[src/rtl/digit_pair_collector_pkg.sv]
// Shared keyboard definitions: scan-code constants, entry FSM states and
// the scan-code to BCD digit decoder used by keypad consumers.
package kbd_pkg;

  localparam logic [7:0] SC_BREAK = 8'hF0;
  localparam logic [7:0] SC_EXT   = 8'hE0;
  localparam logic [7:0] SC_ENTER = 8'h5A;
  localparam logic [7:0] SC_BKSP  = 8'h66;
  localparam logic [7:0] SC_DIG0  = 8'h45;
  localparam logic [7:0] SC_DIG1  = 8'h16;
  localparam logic [7:0] SC_DIG2  = 8'h1E;
  localparam logic [7:0] SC_DIG3  = 8'h26;
  localparam logic [7:0] SC_DIG4  = 8'h25;
  localparam logic [7:0] SC_DIG5  = 8'h2E;
  localparam logic [7:0] SC_DIG6  = 8'h36;
  localparam logic [7:0] SC_DIG7  = 8'h3D;
  localparam logic [7:0] SC_DIG8  = 8'h3E;
  localparam logic [7:0] SC_DIG9  = 8'h46;

  typedef enum logic [1:0] {
    WAIT_D1,
    WAIT_D2,
    READY,
    HOLD
  } entry_state_t;

  // Returns {is_digit, bcd}; non-digit codes return all zeros.
  function automatic logic [4:0] scan_to_bcd(input logic [7:0] code);
    logic [4:0] result;
    result = 5'h00;
    case (code)
      SC_DIG0: result = {1'b1, 4'd0};
      SC_DIG1: result = {1'b1, 4'd1};
      SC_DIG2: result = {1'b1, 4'd2};
      SC_DIG3: result = {1'b1, 4'd3};
      SC_DIG4: result = {1'b1, 4'd4};
      SC_DIG5: result = {1'b1, 4'd5};
      SC_DIG6: result = {1'b1, 4'd6};
      SC_DIG7: result = {1'b1, 4'd7};
      SC_DIG8: result = {1'b1, 4'd8};
      SC_DIG9: result = {1'b1, 4'd9};
      default: result = 5'h00;
    endcase
    return result;
  endfunction

endpackage

[src/rtl/digit_pair_collector_if.sv]
// Scan-byte input and committed digit-pair output of the keypad collector.
interface digit_pair_collector_if;

  logic [7:0] scan_code;
  logic       scan_valid;
  logic [3:0] digit1;
  logic [3:0] digit2;
  logic       pair_valid;
  logic       pair_ready;
  logic [1:0] digit_count;
  logic       key_error;

  modport master (
    output scan_code, scan_valid, pair_ready,
    input  digit1, digit2, pair_valid, digit_count, key_error
  );

  modport slave (
    input  scan_code, scan_valid, pair_ready,
    output digit1, digit2, pair_valid, digit_count, key_error
  );

endinterface

[src/rtl/digit_pair_collector_prefix.sv]
// Strips PS/2 E0/F0 prefixes and presents make codes with an extended flag;
// release bytes are swallowed so consumers only see key presses.
module scan_prefix_filter
  import kbd_pkg::*;
(
  input  logic       clk,
  input  logic       reset,
  input  logic [7:0] i_scan_code,
  input  logic       i_scan_valid,
  output logic       o_make_valid,
  output logic [7:0] o_make_code,
  output logic       o_make_ext
);

  logic r_brkFlag;
  logic r_extFlag;
  logic w_isPrefix;

  assign w_isPrefix = (i_scan_code == SC_BREAK) || (i_scan_code == SC_EXT);

  always_ff @(posedge clk) begin
    if (reset) begin
      r_brkFlag <= 1'b0;
      r_extFlag <= 1'b0;
    end else if (i_scan_valid) begin
      if (i_scan_code == SC_EXT) begin
        r_extFlag <= 1'b1;
      end else if (i_scan_code == SC_BREAK) begin
        r_brkFlag <= 1'b1;
      end else begin
        r_brkFlag <= 1'b0;
        r_extFlag <= 1'b0;
      end
    end
  end

  assign o_make_valid = i_scan_valid && !w_isPrefix && !r_brkFlag;
  assign o_make_code  = i_scan_code;
  assign o_make_ext   = r_extFlag;

endmodule

[src/rtl/digit_pair_collector.sv]
// Assembles two decimal key presses into a BCD pair and hands it downstream
// with a valid/ready handshake once Enter commits the entry.
module digit_pair_collector
  import kbd_pkg::*;
#(
  parameter int NUM_DIGITS       = 2,
  parameter bit HOLD_ON_OVERFLOW = 1'b1
) (
  input  logic                    clk,
  input  logic                    reset,
  digit_pair_collector_if.slave   bus
);

  generate
    if (NUM_DIGITS != 2) begin : g_badDigits
      $error("digit_pair_collector supports only NUM_DIGITS == 2");
    end
  endgenerate

  entry_state_t r_state, w_nextState;
  logic [3:0]   r_digit1, w_nextDigit1;
  logic [3:0]   r_digit2, w_nextDigit2;
  logic [1:0]   r_count, w_nextCount;
  logic         r_pairValid, w_nextPairValid;
  logic         r_keyError, w_nextKeyError;

  logic         w_makeValid;
  logic [7:0]   w_makeCode;
  logic         w_makeExt;
  logic [4:0]   w_bcd;
  logic         w_isDigit;
  logic         w_isEnter;
  logic         w_isBksp;
  logic         w_isOther;

  scan_prefix_filter u_prefix (
    .clk          (clk),
    .reset        (reset),
    .i_scan_code  (bus.scan_code),
    .i_scan_valid (bus.scan_valid),
    .o_make_valid (w_makeValid),
    .o_make_code  (w_makeCode),
    .o_make_ext   (w_makeExt)
  );

  // Extended codes never decode as digits or Backspace; Enter works either way.
  assign w_bcd     = scan_to_bcd(w_makeCode);
  assign w_isDigit = w_makeValid && !w_makeExt && w_bcd[4];
  assign w_isEnter = w_makeValid && (w_makeCode == SC_ENTER);
  assign w_isBksp  = w_makeValid && !w_makeExt && (w_makeCode == SC_BKSP);
  assign w_isOther = w_makeValid && !w_isDigit && !w_isEnter && !w_isBksp;

  always_ff @(posedge clk) begin
    if (reset) begin
      r_state     <= WAIT_D1;
      r_digit1    <= 4'h0;
      r_digit2    <= 4'h0;
      r_count     <= 2'd0;
      r_pairValid <= 1'b0;
      r_keyError  <= 1'b0;
    end else begin
      r_state     <= w_nextState;
      r_digit1    <= w_nextDigit1;
      r_digit2    <= w_nextDigit2;
      r_count     <= w_nextCount;
      r_pairValid <= w_nextPairValid;
      r_keyError  <= w_nextKeyError;
    end
  end

  always_comb begin
    w_nextState     = r_state;
    w_nextDigit1    = r_digit1;
    w_nextDigit2    = r_digit2;
    w_nextCount     = r_count;
    w_nextPairValid = r_pairValid;
    w_nextKeyError  = 1'b0;
    if (r_state != HOLD && w_isOther) begin
      w_nextKeyError = 1'b1;
    end
    case (r_state)
      WAIT_D1: begin
        if (w_isDigit) begin
          w_nextDigit1 = w_bcd[3:0];
          w_nextCount  = 2'd1;
          w_nextState  = WAIT_D2;
        end
      end
      WAIT_D2: begin
        if (w_isDigit) begin
          w_nextDigit2 = w_bcd[3:0];
          w_nextCount  = 2'd2;
          w_nextState  = READY;
        end else if (w_isBksp) begin
          w_nextCount = 2'd0;
          w_nextState = WAIT_D1;
        end
      end
      READY: begin
        if (w_isEnter) begin
          w_nextPairValid = 1'b1;
          w_nextState     = HOLD;
        end else if (w_isBksp) begin
          w_nextCount = 2'd1;
          w_nextState = WAIT_D2;
        end else if (w_isDigit && !HOLD_ON_OVERFLOW) begin
          w_nextDigit1 = w_bcd[3:0];
          w_nextCount  = 2'd1;
          w_nextState  = WAIT_D2;
        end
      end
      HOLD: begin
        if (r_pairValid && bus.pair_ready) begin
          w_nextPairValid = 1'b0;
          w_nextCount     = 2'd0;
          w_nextState     = WAIT_D1;
        end
      end
      default: w_nextState = WAIT_D1;
    endcase
  end

  assign bus.digit1      = r_digit1;
  assign bus.digit2      = r_digit2;
  assign bus.pair_valid  = r_pairValid;
  assign bus.digit_count = r_count;
  assign bus.key_error   = r_keyError;

  a_bcdRange : assert property (@(posedge clk) disable iff (reset)
    r_pairValid |-> (r_digit1 <= 4'd9 && r_digit2 <= 4'd9));

endmodule

[src/flat_wrapper.sv]
// flat-port wrapper written by rule: the top's interface ports become plain ports
module digit_pair_collector_flat import kbd_pkg::*;
#(
  parameter int NUM_DIGITS       = 2,
  parameter bit HOLD_ON_OVERFLOW = 1'b1
)
  (clk, reset, bus_scan_code, bus_scan_valid, bus_pair_ready, bus_digit1, bus_digit2, bus_pair_valid, bus_digit_count, bus_key_error);
  digit_pair_collector_if bus_i ();
  input  logic clk;
  input  logic reset;
  input wire logic [$bits(bus_i.scan_code)-1:0] bus_scan_code;
  input wire logic [$bits(bus_i.scan_valid)-1:0] bus_scan_valid;
  input wire logic [$bits(bus_i.pair_ready)-1:0] bus_pair_ready;
  output wire logic [$bits(bus_i.digit1)-1:0] bus_digit1;
  output wire logic [$bits(bus_i.digit2)-1:0] bus_digit2;
  output wire logic [$bits(bus_i.pair_valid)-1:0] bus_pair_valid;
  output wire logic [$bits(bus_i.digit_count)-1:0] bus_digit_count;
  output wire logic [$bits(bus_i.key_error)-1:0] bus_key_error;
  assign bus_i.scan_code = bus_scan_code;
  assign bus_i.scan_valid = bus_scan_valid;
  assign bus_i.pair_ready = bus_pair_ready;
  assign bus_digit1 = bus_i.digit1;
  assign bus_digit2 = bus_i.digit2;
  assign bus_pair_valid = bus_i.pair_valid;
  assign bus_digit_count = bus_i.digit_count;
  assign bus_key_error = bus_i.key_error;
  digit_pair_collector #(.NUM_DIGITS(NUM_DIGITS), .HOLD_ON_OVERFLOW(HOLD_ON_OVERFLOW)) u_core (.clk(clk), .reset(reset), .bus(bus_i));
endmodule
[config.mk]
export PLATFORM = sky130hd
export DESIGN_NAME = digit_pair_collector_flat
export DESIGN_NICKNAME = d
export VERILOG_FILES = /design/src/rtl/digit_pair_collector_pkg.sv /design/src/rtl/digit_pair_collector_if.sv /design/src/rtl/digit_pair_collector_prefix.sv /design/src/rtl/digit_pair_collector.sv /design/src/flat_wrapper.sv
export SDC_FILE = /design/constraint.sdc
export NUM_CORES = 1
export LEC_CHECK = 0
export ABC_AREA = 1
export BUFFER_PORTS_ARGS = -buffer_cell sky130_fd_sc_hd__buf_2
export CAP_MARGIN = 20
export CORE_MARGIN = 3
export CORE_UTILIZATION = 35
export CTS_BUF_LIST = sky130_fd_sc_hd__clkbuf_4 sky130_fd_sc_hd__clkbuf_8 sky130_fd_sc_hd__clkbuf_16
export DETAILED_ROUTE_END_ITERATION = 8
export GPL_ROUTABILITY_DRIVEN = 0
export HOLD_SLACK_MARGIN = 0.08
export PLACE_DENSITY = 0.67
export SLEW_MARGIN = 20
export SYNTH_ARGS = -nofsm -noshare
export SYNTH_HDL_FRONTEND = slang
export SYNTH_SLANG_ARGS = --single-unit
[constraint.sdc]
create_clock -name clk -period 2.2 [get_ports clk]
set_clock_uncertainty 0.15 [all_clocks]
set_input_delay 0.11 -clock clk [delete_from_list [all_inputs] [get_ports clk]]
set_output_delay 0.11 -clock clk [all_outputs]
set_load 0.02 [all_outputs]
Word level (Yosys, flattened, before mapping)
Cells that the tools add are included.

operators by class
  reduce and logical (&&, ||, !) cells = 27
  equal/unequal tests = 26
  bitwise operators = 1
  multiplexer cells = 17

operators with widths
  cell                number
  $pmux 5 s10         1
  $eq 8x6->1 const B  6
  $eq 8x7->1 const B  4
  $eq 8x5->1 const B  2
  $eq 8x8->1 const B  2
  $pmux 2 s4          2
  $mux 2              7
  $logic_and 1x1->1   11
  $ne 2x1->1 const B  5
  $reduce_and 2->1    4
  $logic_not 1->1     6
  $mux 1              6
  $ne 3x1->1 const B  2
  $reduce_and 5->1    1
  $eq 2x2->1 const B  2
  $ne 2x2->1 const B  2
  $reduce_and 4->1    1
  $reduce_and 3->1    1
  $eq 2x1->1 const B  1
  $logic_not 2->1     1
  $pmux 1 s2          1
  $reduce_bool 2->1   1
  $logic_or 1x1->1    1
  $not 1->1           1

word-level totals
  bits in registers = 16
  word-level logic and storage cells = 79
  output and inout bits = 12
  input bits = 12

Longest topological paths before layout
  depth in word-level cells = 13
  depth in mapped cells = 13
  mapped depth without buffers = 13

Hierarchy
A second synthesis with hierarchy kept.

unflattened totals
  cells, all modules = 174
  area total of the unflattened synthesis = 1,098.6 µm²

by module, submodules not included
  module                instances  area an instance (µm²)  cells an instance  seq. area each (µm²)
  digit_pair_collector  1          900.9                   141                280.3
  scan_prefix_filter    1          197.7                   33                 40.0

Worst setup path before layout
OpenSTA, ideal clock, no wires.

  kind = input to register
  start point = input port bus_scan_code[7]
  end point = register u_core.r_count[1], in the netlist u_core.bus.digit_count[1]
  data arrival time = 1.058 ns
  setup slack = 0.880 ns
  buffers on the path = 0
  setup time = 0.112 ns
  stages = 12
  path through = inv_2 nand2_2 nor2_1 and2_1 nor2_1 nand3_2 nand2_4 inv_6 nand3_4 clkinv_4 nor2_2 nor2_2

between the ends
  longest elaborated chain between the ends = 9

ends and longest elaborated chain
  what                                                                    line                                                    text
  from (decl)                                                             flat_wrapper.sv:11                                      input wire logic [$bits(bus_i.scan_code)-1:0] bus_scan_code;
  $eq 8x8->1                                                              digit_pair_collector_prefix.sv:19                       assign w_isPrefix = (i_scan_code == SC_BREAK) || (i_scan_code == SC_EXT);
  $logic_or 1x1->1                                                        digit_pair_collector_prefix.sv:19
  $logic_not 1->1                                                         digit_pair_collector_prefix.sv:37                       assign o_make_valid = i_scan_valid && !w_isPrefix && !r_brkFlag;
  $logic_and 1x1->1 (2 in a row)                                          digit_pair_collector_prefix.sv:37
  $logic_and 1x1->1                                                       digit_pair_collector.sv:48, digit_pair_collector.sv:50
  $logic_and 1x1->1, on equally long branches                             digit_pair_collector.sv:50, digit_pair_collector.sv:48
  $ne 3x1->1 (no source line), or another cell as far along               -
  $reduce_and 5->1 (no source line) / $pmux 2 s4 (equally long branches)  -
  to (signal assigned)                                                    digit_pair_collector.sv:65                              r_count <= w_nextCount;
  to (decl)                                                               digit_pair_collector.sv:23                              logic [1:0] r_count, w_nextCount;

Parallel ways exist; a longest one is shown, timed or not.
A chain may end at the register's enable or synchronous reset.

Final worst setup path
  start point = input port bus_scan_valid
  end point = register u_core.r_pairValid, in the netlist u_core.bus.pair_valid

between the ends
  longest elaborated chain between the ends = 5

ends and longest elaborated chain
  what                               line                               text
  from (decl)                        flat_wrapper.sv:12                 input wire logic [$bits(bus_i.scan_valid)-1:0] bus_scan_valid;
  $logic_and 1x1->1 (2 in a row)     digit_pair_collector_prefix.sv:37
  $logic_and 1x1->1                  digit_pair_collector.sv:49         assign w_isEnter = w_makeValid && (w_makeCode == SC_ENTER);
  $ne 2x1->1 (no source line)        -
  $reduce_and 3->1 (no source line)  -
  to (signal assigned)               digit_pair_collector.sv:66         r_pairValid <= w_nextPairValid;
  to (decl)                          digit_pair_collector.sv:24         logic r_pairValid, w_nextPairValid;

Every way passes these cells.

==> metrics.md <==
| Metric | Value |
|---|---|
| Total die area | `around 3700 um^2` |
| Worst endpoint data arrival time | `between 1.5 and 2 ns` |
| Tightest Pin Transition | `0.325 ns` |
| Cells after synthesis | `160` |
| Max VDD drop | `roughly 0.16 mV` |
| Max Root-Sink Buffers | `2` |
| Post-synth top area cell | `dfxtp_1` |
| Slowest cell on crit path | `dlygate4sd3_1` |
| Sequential share of power | `between 50% and 60%` |
| Worst setup margin | `0.409 ns` |
| Finished layout cell area | `1280 um^2` |
| Number of synthesized flops with an enable pin | `0` |
| # IOs | `24` |
| Yosys warns | `0` |
| Maxcap violations | `0` |
| Drt drc | `0` |
| Largest net degree at the start of global routing | `10` |
| Initial Util | `~38%` |
| Clk slew on worst S/H paths | `approximately 0.10 ns` |
| PortBufs | `23` |
| Initial antenna violation count | `0` |
| Sw frac | `roughly a quarter` |
| H-Tree Depth | `1` |
| CP Cell Sequence | `dlygate4sd3_1 > buf_2 > nand3_1 > nor2_1 > nand3_1 > a21oi_1 > dlygate4sd3_1` |
| Row cnt | `19` |
| Reg2Reg Setup Slack | `between 0.4 and 0.5 ns` |
| Synthesized area | `~1100 um^2` |
| Pwr Density | `450 nW/um^2` |
| Yosys cell types | `26` |
| Global-route usage over all layers | `approximately an eighth` |
| CTS root buf | `clkbuf_4` |
| TritonCTS Buffers | `3` |
| Worst hold path depth | `4` |
| Layout cell share with drive strength beyond 1 | `37.0%` |
| FFs w/ async S/R, synth | `0%` |
| Critical R2R Capture | `u_core.bus.pair_valid` |
| Cells on worst reg2reg path | `5` |
| Die Y | `roughly 60 um` |
| Clock network fraction of design power | `about a third` |
| Post-synthesis sequential area ratio | `30.2%` |
| P_int | `around 420 uW` |
| CP Capture Type | `flip-flop` |
| Place WS | `about 0.62 ns` |
| Setup TNS | `0 ns` |
| Hold Path End | `u_core.bus.key_error` |
| Synth Register Bits | `16` |
| Initial DRT Pass Iterations | `4` |
| Cell Area, Placed | `~1200 um^2` |
| Vias in the first global route | `about 940` |
| F_max | `between 500 and 600 MHz` |
| Final-report hold violation count | `0` |
| Crit-path max FO | `4` |
| Chip width | `around 61 um` |
| Most used DFF post-synth | `dfxtp_1` |
| Synth area leaders | `dfxtp_1 (30%), nand2_1 (14%), nor2_2 (8.3%)` |
| Via-to-Cell Ratio | `about 4.7` |
| Placed Cells | `between 200 and 250` |
| Kind of critical path | `in -> reg` |
| Leak | `around 0.00066 uW` |
| Nets@finish | `between 200 and 250` |
| Worst skew pair latency | `0.29 ns` |
| Final hold slack | `0.0742 ns` |
| Share of the synthesized area in the top cell type | `between 30 and 40%` |
| GRT Residual Overflow | `0` |
| Final Setup Violations | `0` |
| P&R area growth vs syn | `20.4%` |
| Routed via count | `slightly above 1k` |
| Switch Pwr | `approximately 150 uW` |
| Max-slew headroom | `roughly 80%` |
| Hold_sp | `bus_scan_code[4]` |
| Most frequent cells in the layout | `nand2_1 (39), buf_2 (23), nor2_1 (21), dfxtp_1 (16), nor2_2 (14)` |
| Fillers | `roughly 310` |
| CP max stage delay | `0.55 ns` |
| Period utilization | `roughly four fifths` |
| Hold WC Path Type | `in -> reg` |
| Combinational share of power | `a little over an eighth` |
| Routed length per instance | `about 10 um` |
| Commonest non-fill, non-tap cell in the layout | `nand2_1` |
| Avg Cell Area, Syn | `approximately 6.6 um^2` |
| Non-filler instance count after layout | `220` |
| Iter 0 DRT Violations | `39` |
| Total wire length | `2.24 mm` |
| Synth Net Count | `around 170` |
| Crit start category | `input port` |
| WP data required | `between 2 and 2.5 ns` |
| # diodes | `0` |
| Final Critical Period | `1.79 ns` |
| Setup Buffers After CTS | `0` |
| RSZ-0062 raised after global routing | `false` |
| Critical R2R Launch | `u_core.r_state[1]` |
| Post-DP HPWL | `~1.8 mm` |
| Detail Route Antenna Nets | `0` |
| Sink Count | `16` |
| Area of the core | `between 2000 and 3000 um^2` |
| Pins Over Slew Limit | `0` |
| CTS tree | `done` |
| First-pass GRT wire length | `approximately 3.8 mm` |
| Run status | `completed` |
cells in the mapped netlist, types with 4 or more instances:
cell type,n
nand2_1,39
nor2_1,21
dfxtp_1,16
nor2_2,14
inv_1,12
nand2_2,10
a21oi_1,9
inv_2,6
nand3_1,5
nand4_1,4
o21ai_1,4
registers in the layout (all words and copies together) (netlist names):
name                        count
u_core.bus.key_error            1
u_core.bus.digit1               4
u_core.bus.digit2               4
u_core.r_state                  2
u_core.bus.pair_valid           1
u_core.u_prefix.o_make_ext      1
u_core.u_prefix.r_brkFlag       1
u_core.bus.digit_count          2
layout make-up:
type                            instances  area [um^2]  area share (%)
Clock buffer                            4         36.3            2.84
Inverter                               20         85.1            6.66
Multi-Input combinational cell        123          652            51.0
Sequential cell                        16          320            25.1
Tap cell                               31         38.8            3.04
Timing Repair Buffer                   26          145            11.4
metrics by stage:
stage	utilization, %	power [uW]
after floorplan	-	353
after global placement	42.8	378
after detailed placement	42.8	378
after CTS	45.2	578
after global routing	45.2	596
final	45.2	575
cells by family (layout without fill, tap and decap cells):
family | after synthesis | count (layout) | share of synthesized area [%]
compound gates | 15 | 15 | 7.67
flops | 16 | 16 | 30.2
simple gates | 108 | 108 | 53.8
buf+inv | 21 | 50 | 8.37
how the worst max path moves through the flow:
stage,startpoint,to,cells after the start
finish,bus_scan_valid,u_core.bus.pair_valid,7
global route,bus_scan_valid,u_core.bus.pair_valid,7
CTS,bus_scan_valid,u_core.bus.pair_valid,7
detailed placement,bus_scan_code[6],u_core.bus.digit2[3],13
global placement,bus_scan_code[4],u_core.bus.digit2[3],13
floorplan,bus_scan_code[7],u_core.bus.digit_count[1],12
routing by layer:
| layer | global-route usage, % | vias up | share of wire (%) |
|---|---|---|---|
| li1 | - | 562 | - |
| met1 | 18.0 | 446 | 50 |
| met2 | 21.3 | 24 | 43 |
| met3 | 1.26 | 5 | 4.4 |
| met4 | 6.50 | 0 | 1.9 |
| met5 | 0 | - | 0 |
what timing repair did:
item / CTS / global route
endpoints found under the hold margin: 9 / 0
hold buffers: 3 / 0
resized for setup: 0 / 0
endpoints found under the setup margin: 0 / 0
worst max-delay path, delay by kind of cell:
family / cells / cell delay, ns
AND/OR/NAND/NOR: 3 / 0.43
buffers and inverters: 3 / 1.21
AO/OA/AOI/OAI: 1 / 0.15
power groups by stage:
stage / Clock, uW / Sequential, uW / Combinational [uW]
2_1_floorplan: 0 / 305 / 47.7
3_3_place_gp: 0 / 303 / 75.2
3_5_place_dp: 0 / 303 / 75.2
4_1_cts: 203 / 296 / 78.0
5_1_grt: 211 / 297 / 88.4
6_report: 201 / 296 / 77.6
Note: power is estimated with default switching activity, not from simulation.
